==> src/rtl/cp0_access_ctrl.sv <==
// CP0 transaction sequencer between memory-stage commit and the CP0 register file.
// Optional feature: define CP0_CTRL_INT_EN to compile in interrupt detection and its priority slot.

package cp0_pkg;

    typedef enum logic [2:0] {
        NONE  = 3'd0,
        EXC   = 3'd1,
        BADVA = 3'd2,
        TLB   = 3'd3,
        ERET  = 3'd4,
        MTC0  = 3'd5,
        MFC0  = 3'd6
    } cp0_op_t;

    typedef struct packed {
        logic [31:0] epc;
        logic        cause_bd;
        logic [4:0]  cause_exccode;
        logic [31:0] badvaddr;
    } exc_info_t;

endpackage

module cp0_access_ctrl
    import cp0_pkg::*;
#(
    parameter logic [31:0] EXC_BASE_BEV = 32'hBFC00200,
    parameter logic [31:0] EXC_BASE_NRM = 32'h80000000
) (
    input  logic        clk,
    input  logic        rst,
    input  logic        m_stall,
    input  logic        req_exc,
    input  logic [2:0]  req_exc_type,
    input  logic [4:0]  req_exc_code,
    input  logic        req_exc_bd,
    input  logic [31:0] req_exc_epc,
    input  logic [31:0] req_exc_badva,
    input  logic        req_tlb_refill,
    input  logic        req_eret,
    input  logic        req_mtc0,
    input  logic        req_mfc0,
    input  logic [4:0]  req_addr,
    input  logic [2:0]  req_sel,
    input  logic [31:0] req_wdata,
    output logic        req_ack,
    output logic        cp0_wen,
    output cp0_op_t     cp0_wtype,
    output exc_info_t   cp0_exc_info,
    output logic [4:0]  cp0_waddr,
    output logic [2:0]  cp0_wsel,
    output logic [31:0] cp0_wdata,
    output logic [4:0]  cp0_raddr,
    output logic [2:0]  cp0_rsel,
    input  logic        cp0_rready,
    input  logic [31:0] cp0_rdata,
    input  logic [31:0] cp0_status,
    input  logic [31:0] cp0_cause,
    input  logic [31:0] cp0_epc,
    output logic        stall,
    output logic        flush,
    output logic        redirect_valid,
    output logic [31:0] redirect_pc,
    output logic        mfc0_valid,
    output logic [31:0] mfc0_data
);

    typedef enum logic [2:0] {
        IDLE  = 3'd0,
        ISSUE = 3'd1,
        WAIT  = 3'd2,
        READ  = 3'd3,
        RDATA = 3'd4
    } state_t;

    state_t      state_q,  state_d;
    cp0_op_t     op_q,     op_d;
    logic [4:0]  addr_q,   addr_d;
    logic [2:0]  sel_q,    sel_d;
    logic [31:0] wdata_q,  wdata_d;
    exc_info_t   info_q,   info_d;
    logic [31:0] vector_q, vector_d;

    logic        int_pending;
    logic        any_req;
    logic        accept;
    logic        done;
    logic        refill_vec;
    logic [31:0] exc_base;
    logic        unused_bits;

`ifdef CP0_CTRL_INT_EN
    assign int_pending = cp0_status[0] & ~cp0_status[1] & (|(cp0_cause[15:8] & cp0_status[15:8]));
`else
    assign int_pending = 1'b0;
`endif

    // Most Status/Cause bits only matter to the interrupt check.
    assign unused_bits = ^{cp0_status, cp0_cause};

    assign any_req    = int_pending | req_exc | req_eret | req_mtc0 | req_mfc0;
    assign accept     = (state_q == IDLE) & any_req & cp0_rready & ~m_stall;
    assign exc_base   = cp0_status[22] ? EXC_BASE_BEV : EXC_BASE_NRM;
    // Refill vector only for a real TLB refill taken with EXL clear; interrupts never use it.
    assign refill_vec = ~int_pending & req_exc & (req_exc_type == TLB) & req_tlb_refill & ~cp0_status[1];

    // NOTE: every variable assigned here gets a default first, so no path leaves it unassigned and no latch is inferred.
    always_comb begin
        state_d  = state_q;
        op_d     = op_q;
        addr_d   = addr_q;
        sel_d    = sel_q;
        wdata_d  = wdata_q;
        info_d   = info_q;
        vector_d = vector_q;

        req_ack        = 1'b0;
        cp0_wen        = 1'b0;
        cp0_wtype      = NONE;
        cp0_exc_info   = '0;
        cp0_waddr      = 5'd0;
        cp0_wsel       = 3'd0;
        cp0_wdata      = 32'd0;
        cp0_raddr      = 5'd0;
        cp0_rsel       = 3'd0;
        flush          = 1'b0;
        redirect_valid = 1'b0;
        redirect_pc    = 32'd0;
        mfc0_valid     = 1'b0;
        mfc0_data      = 32'd0;
        done           = 1'b0;

        case (state_q)
            IDLE: begin
                if (accept) begin
                    req_ack  = 1'b1;
                    op_d     = NONE;
                    addr_d   = 5'd0;
                    sel_d    = 3'd0;
                    wdata_d  = 32'd0;
                    info_d   = '0;
                    vector_d = exc_base + (refill_vec ? 32'h0000_0000 : 32'h0000_0180);
                    state_d  = ISSUE;
                    if (int_pending) begin
                        op_d                 = EXC;
                        info_d.epc           = req_exc ? req_exc_epc : 32'd0;
                        info_d.cause_bd      = req_exc & req_exc_bd;
                        info_d.cause_exccode = 5'd0;
                    end else if (req_exc) begin
                        op_d                 = cp0_op_t'(req_exc_type);
                        info_d.epc           = req_exc_epc;
                        info_d.cause_bd      = req_exc_bd;
                        info_d.cause_exccode = req_exc_code;
                        info_d.badvaddr      = req_exc_badva;
                    end else if (req_eret) begin
                        op_d = ERET;
                    end else if (req_mtc0) begin
                        op_d    = MTC0;
                        addr_d  = req_addr;
                        sel_d   = req_sel;
                        wdata_d = req_wdata;
                    end else begin
                        op_d    = MFC0;
                        addr_d  = req_addr;
                        sel_d   = req_sel;
                        state_d = READ;
                    end
                end
            end
            ISSUE: begin
                cp0_wen      = 1'b1;
                cp0_wtype    = op_q;
                cp0_exc_info = info_q;
                cp0_waddr    = addr_q;
                cp0_wsel     = sel_q;
                cp0_wdata    = wdata_q;
                state_d      = WAIT;
            end
            WAIT: begin
                if (cp0_rready) begin
                    done = 1'b1;
                    case (op_q)
                        EXC, BADVA, TLB: begin
                            flush          = 1'b1;
                            redirect_valid = 1'b1;
                            redirect_pc    = vector_q;
                        end
                        ERET: begin
                            flush          = 1'b1;
                            redirect_valid = 1'b1;
                            redirect_pc    = cp0_epc;
                        end
                        default: ;
                    endcase
                end
            end
            READ: begin
                cp0_raddr = addr_q;
                cp0_rsel  = sel_q;
                if (cp0_rready) begin
                    state_d = RDATA;
                end
            end
            RDATA: begin
                cp0_raddr  = addr_q;
                cp0_rsel   = sel_q;
                mfc0_valid = 1'b1;
                mfc0_data  = cp0_rdata;
                done       = 1'b1;
            end
            default: state_d = IDLE;
        endcase

        if (done) begin
            state_d  = IDLE;
            op_d     = NONE;
            addr_d   = 5'd0;
            sel_d    = 3'd0;
            wdata_d  = 32'd0;
            info_d   = '0;
            vector_d = 32'd0;
        end

        stall = (state_q == IDLE) ? any_req : ~done;

        // A reset cycle aborts whatever is in flight without letting a write or pulse escape.
        if (rst) begin
            req_ack        = 1'b0;
            cp0_wen        = 1'b0;
            cp0_wtype      = NONE;
            cp0_exc_info   = '0;
            cp0_waddr      = 5'd0;
            cp0_wsel       = 3'd0;
            cp0_wdata      = 32'd0;
            cp0_raddr      = 5'd0;
            cp0_rsel       = 3'd0;
            stall          = 1'b0;
            flush          = 1'b0;
            redirect_valid = 1'b0;
            redirect_pc    = 32'd0;
            mfc0_valid     = 1'b0;
            mfc0_data      = 32'd0;
        end
    end

    // NOTE: state registers use non-blocking assignments so every flop samples pre-edge values.
    always_ff @(posedge clk) begin
        if (rst) begin
            state_q  <= IDLE;
            op_q     <= NONE;
            addr_q   <= 5'd0;
            sel_q    <= 3'd0;
            wdata_q  <= 32'd0;
            info_q   <= '0;
            vector_q <= 32'd0;
        end else begin
            state_q  <= state_d;
            op_q     <= op_d;
            addr_q   <= addr_d;
            sel_q    <= sel_d;
            wdata_q  <= wdata_d;
            info_q   <= info_d;
            vector_q <= vector_d;
        end
    end

endmodule

==> config.mk <==
export PLATFORM = sky130hd
export DESIGN_NAME = cp0_access_ctrl
export DESIGN_NICKNAME = d
export VERILOG_FILES = /design/src/rtl/cp0_access_ctrl.sv
export SDC_FILE = /design/constraint.sdc
export NUM_CORES = 1
export LEC_CHECK = 0
export CAP_MARGIN = 0
export CELL_PAD_IN_SITES_DETAIL_PLACEMENT = 0
export CELL_PAD_IN_SITES_GLOBAL_PLACEMENT = 2
export CORE_MARGIN = 5
export CORE_UTILIZATION = 19
export DETAILED_ROUTE_END_ITERATION = 10
export PLACE_DENSITY = 0.95
export SLEW_MARGIN = 20
export SYNTH_ARGS = -nofsm -noshare
export SYNTH_HDL_FRONTEND = slang
export SYNTH_SLANG_ARGS = --single-unit
==> constraint.sdc <==
create_clock -name clk -period 2.3 [get_ports clk]
set_input_delay 0.46 -clock clk [delete_from_list [all_inputs] [get_ports clk]]
set_output_delay 0.46 -clock clk [all_outputs]
set_load 0.05 [all_outputs]
==> flow_summary.ini <==
[outcome]
status = finished, violations left
violations = setup timing

[pwr]
ir_drop_v = 0.000488
power.density_nw_per_um2 = 390
leakage_nw = 5.52

[final_layout]
area_growth_pct = 122
final_cell_mix = 210 x buf_12, 181 x clkdlybuf4s50_1, 152 x and2_4, 113 x dfxtp_1, 82 x nand2_1
layout_commonest_cell = buf_12
fillerInstances = 3209
final_cells = 1670
post-route-cell-area_um2 = 14800
fin_nets = 1451
drive_gt1_share_pct = 41.4

[grt]
grt_max_degree = 77
track_usage_pct = 14.7
grt_pass1_vias = 7726
grt_antenna_before_repair = 6
overflow = 0
grt_pass1_wl_um = 45300

[die]
io_pins = 441
die_area_um2 = 39000
core_area_um2 = 34600
die_h_um = 197
initial_core_util_pct = 19.3
fp-row-count = 68
die_x_um = 197

[sta]
setup_viol = 38
rsz0062_at_grt = true
hold_viol = 0
slew_viol_final = 0
worstMarginPinSlew_ns = 0.489
tns_ns = -0.296
fmax_ghz = 0.430
layout_worst_path_cycle_share_pct = 101
period_needed_ns = 2.32
setup_slack_ns = -0.0247
slew_headroom_pct = 67.0
finClkSkew_ns = 0.00836

[setup_path]
worstPathMaxFanout = 20
crit_path_start_kind = flip-flop
crit_end = redirect_pc[19]
cp-startpoint = state_q[2]
reg2reg_setup_slack_ns = 0.27
cp.arrival_ns = 1.86
r2r-start = state_q[1]
crit_type = reg2out
end_kind = output port
r2r_end = info_q[24]
r2r_cells = 6
cp.required_ns = 1.84

[place]
placed_area_um2 = 13100
io_buffers = 378
dp.cells = 1609
gp_congestion = 0.790
dpl.hpwl_um = 21600

[drt]
route.vias.total = 7823
drt_iter0_markers = 275
route.antenna.remaining_nets = 0
drt_wl_total_um = 31500
drcViolationCount = 0
dr.pass1.iters = 5
via_per_inst = 4.68
wl_per_cell_um = 18.8

[synth]
ys_ff_latch = 119
synth_xor_area_share_pct = 0
synth_compound_area_share_pct = 22.2
synth.distinct_cells = 40
synthAdderAreaFrac_pct = 0
postSynthCellCount = 824
synth_edf_count = 0
synth_area_per_cell_um2 = 8.09
synth_top_family_by_area = simple AND/OR/NAND/NOR gates
syn_area_um2 = 6670
ys_seq_area_share_pct = 35.7
synth-simple-area-share_pct = 34.6
ys.warnings.count = 0
syn-num-nets = 1074
async_reset_ff_share_pct = 0
synth.area.mux_share_pct = 0
synth_ff_type = dfxtp_1

[clock_tree]
htreeDepth = 4
clock-sinks = 119
clk_pin_slew_ns = 0.06
insertion_delay_ns = 0.42
cts_buffer_depth = 2
numCtsBuffers = 17
cts_root_buf = clkbuf_16
holdBufCountCts = 0
cts_tree = built

[flow_run]
drv_cap = 0

[hold_path]
hold_depth = 2
hold_class = reg2reg
==> report_power, final <==
group | leakage, nW | switching (mW) | total, mW | internal [mW]
registers | 0.967 | 0.0384 | 2.15 | 2.11
logic | 4.29 | 0.473 | 1.01 | 0.539
clock network | 0.268 | 1.06 | 2.61 | 1.55
total | 5.52 | 1.57 | 5.77 | 4.20
==> critical path, stage by stage, from the launching register on <==
cell and delay [ns]:
dfxtp_4 0.36, buf_6 0.11, nand4bb_4 0.19, nor3b_2 0.22
buf_6 0.20, and2_1 0.20, buf_12 0.15
==> worst min-delay path by stage <==
| stage | startpoint | to |
|---|---|---|
| after floorplan | vector_q[31] | vector_q[31] |
| after global placement | vector_q[31] | vector_q[31] |
| after detailed placement | vector_q[31] | vector_q[31] |
| after CTS | info_q[33] | info_q[33] |
| after global routing | info_q[35] | info_q[35] |
| final | info_q[38] | info_q[38] |
==> cell families (layout without fill, tap and decap cells) <==
logic type | count (synthesis) | after routing
simple gates | 381 | 381
compound gates | 217 | 217
other cells | 0 | 1
flops | 119 | 119
buf+inv | 107 | 497
==> cell usage after synthesis (3+ instances only) <==
| library cell | count | area [µm²] |
|---|---|---|
| or4_1 | 71 | 533 |
| nand4_1 | 9 | 56.3 |
| nor2_1 | 7 | 26.3 |
| and3_1 | 3 | 18.8 |
| dfxtp_1 | 119 | 2380 |
| buf_1 | 8 | 30.0 |
| a32o_1 | 32 | 320 |
| nor3b_1 | 10 | 75.1 |
| buf_2 | 23 | 115 |
| buf_6 | 8 | 90.1 |
| nor3_1 | 3 | 15.0 |
| clkbuf_1 | 64 | 240 |
| nand2_1 | 84 | 315 |
| a21oi_1 | 94 | 470 |
| and2_1 | 173 | 1080 |
| nand3_1 | 3 | 15.0 |
| o31ai_1 | 80 | 601 |
==> per-stage QoR <==
stage | setup slack [ns] | power (mW) | hold WS, ns | util, %
after floorplan | -0.00980 | 2.56 | 0.433 | -
after global placement | -0.172 | 3.11 | 0.444 | 37.8
after detailed placement | -0.231 | 3.11 | 0.449 | 37.8
after CTS | -0.107 | 5.79 | 0.463 | 41.3
after global routing | -0.120 | 6.03 | 0.477 | 42.7
final | -0.0247 | 5.77 | 0.463 | 42.7
==> flip-flops by register name, summed over array words and instances (netlist names) <==
| name | cells |
|---|---|
| addr_q | 5 |
| info_q | 70 |
| op_q | 3 |
| sel_q | 3 |
| state_q | 3 |
| vector_q | 3 |
| wdata_q | 32 |
==> layout make-up <==
class | count | area, µm² | share of cell area (%)
clock buffer | 19 | 453 | 3.06
inverter | 2 | 10.0 | 0.0676
tap | 455 | 569 | 3.85
antenna | 1 | 2.50 | 0.0169
clock inverter | 13 | 125 | 0.845
timing repair buffer | 463 | 6850 | 46.3
multi-input combinational | 598 | 4390 | 29.7
sequential | 119 | 2400 | 16.2
==> what timing repair did <==
action                                  in CTS  in global routing
pin swaps                                   71                 22
setup buffers                                8                  8
endpoints found under the setup margin     187                174
gates cloned                                 4                 11
gates resized for setup                    167                 66
==> layer usage <==
metal  track usage, %  vias up  wire, µm  share of wire [%]
met2             24.7      285     15900                 50
li1                 -     3766         -                  -
met4             4.01        0       653                2.1
met3             4.61       44      2290                7.3
met5                0        -         0                  0
met1             18.2     3728     12700                 40
(Power assumes the default switching activity.)
